$ cat config.mk
export PLATFORM = sky130hd
export DESIGN_NAME = video_timing_gen
export DESIGN_NICKNAME = d
export VERILOG_FILES = /design/src/rtl/video_timing_pkg.sv /design/src/rtl/video_timing_gen_lock_qualifier.sv /design/src/rtl/video_timing_gen.sv
export SDC_FILE = /design/constraint.sdc
export NUM_CORES = 1
export LEC_CHECK = 0
export CAP_MARGIN = 20
export CORE_MARGIN = 3
export CORE_UTILIZATION = 40
export CTS_CLUSTER_SIZE = 16
export DETAILED_ROUTE_END_ITERATION = 6
export HOLD_SLACK_MARGIN = 0.06
export SLEW_MARGIN = 20
export SYNTH_ARGS = -nofsm -noshare
export SYNTH_HDL_FRONTEND = slang
export SYNTH_HIERARCHICAL = 1
export SYNTH_SLANG_ARGS = --single-unit
export TNS_END_PERCENT = 10
$ cat constraint.sdc
create_clock -name clock -period 2.9 [get_ports clock]
set_input_delay 0.58 -clock clock [delete_from_list [all_inputs] [get_ports clock]]
set_output_delay 0.58 -clock clock [all_outputs]
set_load 0.005 [all_outputs]
$ cat src/rtl/video_timing_pkg.sv
// Shared timing constants, output bundle and lock FSM encoding for the raster generator.
package video_timing_pkg;

    localparam int VGA_H_ACTIVE = 640;
    localparam int VGA_H_FP     = 16;
    localparam int VGA_H_SYNC   = 96;
    localparam int VGA_H_BP     = 48;
    localparam int VGA_V_ACTIVE = 480;
    localparam int VGA_V_FP     = 10;
    localparam int VGA_V_SYNC   = 2;
    localparam int VGA_V_BP     = 33;
    localparam bit VGA_HSYNC_POL = 1'b0;
    localparam bit VGA_VSYNC_POL = 1'b0;
    localparam int VGA_LOCK_SETTLE = 1024;

    localparam int CNT_W     = 10;
    localparam int CNT_RANGE = 1 << CNT_W;

    function automatic int span_total(input int active, input int fp, input int sync, input int bp);
        return active + fp + sync + bp;
    endfunction

    typedef enum logic [1:0] {
        IDLE,
        SETTLE,
        RUN
    } lock_state_e;

    typedef struct packed {
        logic             hsync;
        logic             vsync;
        logic             active;
        logic             new_line;
        logic             new_frame;
        logic             vblank;
        logic             running;
        logic [CNT_W-1:0] x;
        logic [CNT_W-1:0] y;
    } vid_out_t;

    function automatic vid_out_t idle_outputs(input logic hpol, input logic vpol);
        vid_out_t o;
        o        = '0;
        o.hsync  = ~hpol;
        o.vsync  = ~vpol;
        o.vblank = 1'b1;
        return o;
    endfunction

endpackage

$ cat src/rtl/video_timing_gen_lock_qualifier.sv
// Synchronises pll_locked and asserts run_en once lock has been stable for LOCK_SETTLE cycles.
module lock_qualifier
    import video_timing_pkg::*;
#(
    parameter int LOCK_SETTLE = VGA_LOCK_SETTLE
) (
    input  logic clock,
    input  logic reset,
    input  logic pll_locked,
    output logic run_en
);

    localparam int SW = $clog2(LOCK_SETTLE);
    localparam logic [SW-1:0] SETTLE_LAST = SW'(LOCK_SETTLE - 1);

    logic [1:0]    sync_q;
    logic          lock_s;
    lock_state_e   state_q, state_d;
    logic [SW-1:0] cnt_q, cnt_d;

    assign lock_s = sync_q[1];

    always_ff @(posedge clock) begin
        if (reset) begin
            sync_q  <= '0;
            state_q <= IDLE;
            cnt_q   <= '0;
        end else begin
            sync_q  <= {sync_q[0], pll_locked};
            state_q <= state_d;
            cnt_q   <= cnt_d;
        end
    end

    // The IDLE cycle that first sees lock counts as lock cycle one of the settle run.
    always_comb begin
        state_d = state_q;
        cnt_d   = cnt_q;
        case (state_q)
            IDLE: begin
                if (lock_s) begin
                    state_d = SETTLE;
                    cnt_d   = SW'(1);
                end
            end
            SETTLE: begin
                if (!lock_s) begin
                    state_d = IDLE;
                    cnt_d   = '0;
                end else if (cnt_q == SETTLE_LAST) begin
                    state_d = RUN;
                    cnt_d   = '0;
                end else begin
                    cnt_d = cnt_q + SW'(1);
                end
            end
            RUN: begin
                if (!lock_s) begin
                    state_d = IDLE;
                    cnt_d   = '0;
                end
            end
            default: begin
                state_d = IDLE;
                cnt_d   = '0;
            end
        endcase
    end

    always_comb begin
        run_en = (state_q == RUN);
    end

endmodule

$ cat src/rtl/video_timing_gen.sv
// Raster timing generator with registered syncs, active qualifier and coordinates.
// Define VIDEO_TIMING_LOCK_GATE_EN to hold the raster idle until pll_locked has settled.
module video_timing_gen
    import video_timing_pkg::*;
#(
    parameter int H_ACTIVE    = VGA_H_ACTIVE,
    parameter int H_FP        = VGA_H_FP,
    parameter int H_SYNC      = VGA_H_SYNC,
    parameter int H_BP        = VGA_H_BP,
    parameter int V_ACTIVE    = VGA_V_ACTIVE,
    parameter int V_FP        = VGA_V_FP,
    parameter int V_SYNC      = VGA_V_SYNC,
    parameter int V_BP        = VGA_V_BP,
    parameter bit HSYNC_POL   = VGA_HSYNC_POL,
    parameter bit VSYNC_POL   = VGA_VSYNC_POL,
    parameter int LOCK_SETTLE = VGA_LOCK_SETTLE
) (
    input  logic       clock,
    input  logic       reset,
    input  logic       pll_locked,
    output logic       hsync,
    output logic       vsync,
    output logic       active,
    output logic [9:0] x,
    output logic [9:0] y,
    output logic       new_line,
    output logic       new_frame,
    output logic       vblank,
    output logic       running
);

    localparam int H_TOTAL = span_total(H_ACTIVE, H_FP, H_SYNC, H_BP);
    localparam int V_TOTAL = span_total(V_ACTIVE, V_FP, V_SYNC, V_BP);

    generate
        if (H_TOTAL > CNT_RANGE || V_TOTAL > CNT_RANGE) begin : g_bad_totals
            $error("video_timing_gen: H_TOTAL/V_TOTAL exceed 10-bit counter range");
        end
        if (LOCK_SETTLE < 2) begin : g_bad_settle
            $error("video_timing_gen: LOCK_SETTLE must be at least 2");
        end
    endgenerate

    // Boundaries are one bit wider than the counters so H_TOTAL==1024 cannot wrap.
    localparam logic [CNT_W:0]   H_ACT_END = (CNT_W+1)'(H_ACTIVE);
    localparam logic [CNT_W:0]   HS_START  = (CNT_W+1)'(H_ACTIVE + H_FP);
    localparam logic [CNT_W:0]   HS_END    = (CNT_W+1)'(H_ACTIVE + H_FP + H_SYNC);
    localparam logic [CNT_W:0]   V_ACT_END = (CNT_W+1)'(V_ACTIVE);
    localparam logic [CNT_W:0]   VS_START  = (CNT_W+1)'(V_ACTIVE + V_FP);
    localparam logic [CNT_W:0]   VS_END    = (CNT_W+1)'(V_ACTIVE + V_FP + V_SYNC);
    localparam logic [CNT_W-1:0] H_LAST    = CNT_W'(H_TOTAL - 1);
    localparam logic [CNT_W-1:0] V_LAST    = CNT_W'(V_TOTAL - 1);
    localparam vid_out_t         IDLE_OUT  = idle_outputs(HSYNC_POL, VSYNC_POL);

    logic             run_en;
    logic [CNT_W-1:0] hc_q, hc_d, vc_q, vc_d;
    logic [CNT_W:0]   hc_x, vc_x;
    vid_out_t         out_q, out_d;

`ifdef VIDEO_TIMING_LOCK_GATE_EN
    lock_qualifier #(
        .LOCK_SETTLE (LOCK_SETTLE)
    ) u_lock_qualifier (
        .clock      (clock),
        .reset      (reset),
        .pll_locked (pll_locked),
        .run_en     (run_en)
    );
`else
    logic unused_pll_locked;
    assign unused_pll_locked = pll_locked;
    assign run_en            = 1'b1;
`endif

    assign hc_x = {1'b0, hc_q};
    assign vc_x = {1'b0, vc_q};

    // NOTE: every signal assigned here gets a default first, so no latch can be inferred.
    always_comb begin
        hc_d  = '0;
        vc_d  = '0;
        out_d = IDLE_OUT;
        if (run_en) begin
            out_d.running   = 1'b1;
            out_d.x         = hc_q;
            out_d.y         = vc_q;
            out_d.active    = (hc_x < H_ACT_END) && (vc_x < V_ACT_END);
            out_d.hsync     = (hc_x >= HS_START && hc_x < HS_END) ? HSYNC_POL : ~HSYNC_POL;
            out_d.vsync     = (vc_x >= VS_START && vc_x < VS_END) ? VSYNC_POL : ~VSYNC_POL;
            out_d.new_line  = (hc_q == '0);
            out_d.new_frame = (hc_q == '0) && (vc_q == '0);
            out_d.vblank    = (vc_x >= V_ACT_END);
            if (hc_q == H_LAST) begin
                hc_d = '0;
                vc_d = (vc_q == V_LAST) ? '0 : vc_q + CNT_W'(1);
            end else begin
                hc_d = hc_q + CNT_W'(1);
                vc_d = vc_q;
            end
        end
    end

    // NOTE: sequential state uses non-blocking assignments so every register samples pre-edge values.
    always_ff @(posedge clock) begin
        if (reset) begin
            hc_q  <= '0;
            vc_q  <= '0;
            out_q <= IDLE_OUT;
        end else begin
            hc_q  <= hc_d;
            vc_q  <= vc_d;
            out_q <= out_d;
        end
    end

    assign hsync     = out_q.hsync;
    assign vsync     = out_q.vsync;
    assign active    = out_q.active;
    assign x         = out_q.x;
    assign y         = out_q.y;
    assign new_line  = out_q.new_line;
    assign new_frame = out_q.new_frame;
    assign vblank    = out_q.vblank;
    assign running   = out_q.running;

endmodule

==> reports/qor.txt <==
Status: completed
Critical path peak fanout: 9
Static Leakage: 0.776 nW
Mean routed wirelength per cell: 12.7 um
Hold_sp: hc_q[0]
Relative slew slack: 0.568
Number of synthesized register bits: 47
CP arrival: 2.49 ns
Share of the clock period used by the worst path after layout: 0.774
Htree depth: 2
Number of DRC markers in iteration 0: 58
Distinct cells, synth: 36
DPL Wire Length: 2.33 mm
Cell total after placement: 253
CP Class: flip-flop to flip-flop
Worst-case clock skew: 0.00970 ns
Leading cell types by count after synthesis: dfxtp_1, nor2_1, nor2b_1
Number of nets in the layout: 218
Register share of total power: 0.605
Final non-filler cell total: 261
Startpoint types: flip-flop
IR drop worst, VDD: 302 uV
Count of mapped cells out of synthesis: 183
Via/cell ratio: 4.93
Maximum buffer depth of the clock tree: 2
Vias in the first global route: 1167
Share of power burned in the clock network: 0.354
Area added between synthesis and finish: 21.7%
Power share of the combinational group: 0.041
Router iterations before antenna repair: 4
Fin. Hold Viols: 0
Number of antenna diodes: 0
Global route overflow: 0
Number of warnings issued by yosys: 6
Routed Wire Length: 3.33 mm
Mapped Avg Cell Area: 9.69 sq um
Slew at the pin closest to its max-slew limit: 0.643 ns
DRC violation count after routing: 0
Clock buffer count from CTS: 5
Number of cells upsized or downsized after cts: 0
Leading post-synthesis cells by cell area: dfxtp_1, nor2b_1, nor2_1
Vias: 1286
Depth of the worst register-to-register path: 5
Switch Pwr: 0.248 mW
Global placement routability congestion: 0.800
Final std cell area, no fill: 0.00216 sq mm
Setup repair after global routing missed its margin: false
Core Box Area: 0.00414 sq mm
Reg-to-Reg End: vc_q[7]
Pwr dens: 508 mW/mm^2
Sequential cell area fraction in the yosys report: 0.531
Worst-path clk slew: 0.09 ns
Number of core rows: 23
Post-CTS setup buffers: 0
Internal Power: 0.848 mW
Shortest clock period the worst path allows after layout: 2.24 ns
First-pass GRT wire length: 5.45 mm
Final number of setup-violating endpoints: 0
Global-route usage over all layers: 0.134
Worst-case register-to-register setup slack: 0.66 ns
Dpl cell area: 0.00207 sq mm
Largest net degree at the start of global routing: 19
Insertion delay of the later-clocked pin in the worst-skew pair: 0.31 ns
Number of buffers inserted by port buffering: 28
Summed instance area of the synthesized netlist: 0.00177 sq mm
Clock tree sinks: 47
Dominant cell by count in the synthesized netlist: dfxtp_1
Portion of synthesized cell area occupied by the leading cell type: 0.531
Maximum frequency from static timing analysis: 446 MHz
Starting utilization of the core area: 0.428
Die Span Y: 72.6 um
Endpoint required time on the critical path: 3.14 ns
Max-cap violations: 0
Most common flop cell mapped by yosys: dfxtp_1
Total nets after synthesis: 191
Endpoint with the worst hold slack: hc_q[0]
Largest area contributor in the synthesized netlist: dfxtp_1
Post-layout util: 0.521
Hold_buf cts: 0
Die width: 72.6 um
Final-report max-slew violation count: 0
Sw frac: 0.226
Total Neg Setup Slack: 0 ns
Hold WC Path Type: flip-flop to flip-flop
Root Buffer Master: clkbuf_8
Share of post-route cells with drive strength above 1: 0.0758
Number of cells on the worst hold path: 1
R2R Path Start: hc_q[0]
Critical Path End Type: flip-flop
Number of fillers in the final layout: 400
Proportion of register bits with asynchronous set or reset after synthesis: 0
Number of primary I/O pins: 30
Number of enable-type register cells in the synthesized netlist: 0
CTS tree: yes
ANT nets after route: 0
Floorplan die area: 0.00527 sq mm
Antenna violations before repair: 0
[cells in the final DEF, fill, tap and decap left out, types with 5 or more instances in the layout]
cell type        count
nor3_1               5
nor2b_1             14
clkbuf_8             5
nand4_1              6
a21oi_1              6
ha_1                 5
dfxtp_1             47
nand3_1              6
clkdlybuf4s50_1     28
nor4_1               5
inv_1               11
xnor2_1              8
nand2_1              7
nor2_1              23
[worst max path at each step]
stage             from  endpoint  slack (ns)
6_report       hc_q[0]   vc_q[7]        0.66
5_1_grt        hc_q[0]   vc_q[7]        0.56
4_1_cts        hc_q[5]   vc_q[7]        0.66
3_5_place_dp   hc_q[0]   vc_q[7]        0.69
3_3_place_gp   hc_q[5]   vc_q[7]        0.74
2_1_floorplan  hc_q[5]   vc_q[7]        0.73
[power groups by stage]
stage,registers (mW),clock network [mW],logic [mW]
2_1_floorplan,0.676,0,0.0244
3_3_place_gp,0.677,0,0.0456
3_5_place_dp,0.678,0,0.0459
4_1_cts,0.663,0.389,0.0461
5_1_grt,0.665,0.411,0.0499
6_report,0.663,0.388,0.0453
[layer usage]
metal | track usage | part of all wire | vias up
met5 | 0 | 0 | -
met4 | 0.0492 | 0.013 | 0
met3 | 0.0537 | 0.060 | 5
met2 | 0.195 | 0.43 | 38
met1 | 0.179 | 0.50 | 578
li1 | - | - | 665
[area by class of cell]
type	instances	area, sq um	share of cell area
Inverter	11	41.3	0.0191
Sequential cell	47	941	0.436
Tap cell	50	62.6	0.0290
Clock buffer	6	72.6	0.0336
Multi-Input combinational cell	116	741	0.343
Timing Repair Buffer	29	288	0.133
Clock inverter	2	12.5	0.00580
[critical path, stage by stage, from the launching register on]
cell	delay, ns
dfxtp_1	0.41
ha_1	0.26
nand4_1	0.21
or4_4	0.61
or4_4	0.54
a21oi_2	0.15
[through the flow]
step / total power [mW] / hold WS, ns / setup slack [ns]
final: 1.10 / 0.494 / 0.655
after global routing: 1.13 / 0.542 / 0.556
after CTS: 1.10 / 0.498 / 0.661
after detailed placement: 0.724 / 0.475 / 0.693
after global placement: 0.723 / 0.458 / 0.736
after floorplan: 0.701 / 0.441 / 0.728
[sequential cells by signal, indices dropped and copies added (netlist names)]
| signal | cells |
|---|---|
| y | 10 |
| running | 1 |
| vc_q | 10 |
| hsync | 1 |
| new_frame | 1 |
| x | 10 |
| vsync | 1 |
| vblank | 1 |
| new_line | 1 |
| active | 1 |
| hc_q | 10 |
[logic make-up after synthesis]
logic type,Yosys count,share of synthesized area
buffers and inverters,20,0.0515
DFF,47,0.531
adders and majority gates,5,0.0353
muxes,2,0.0113
AOI/OAI and AO/OA,14,0.0558
and+or+nand+nor,84,0.261
xor gates and xnor gates,11,0.0543
(Power assumes the default switching activity.)
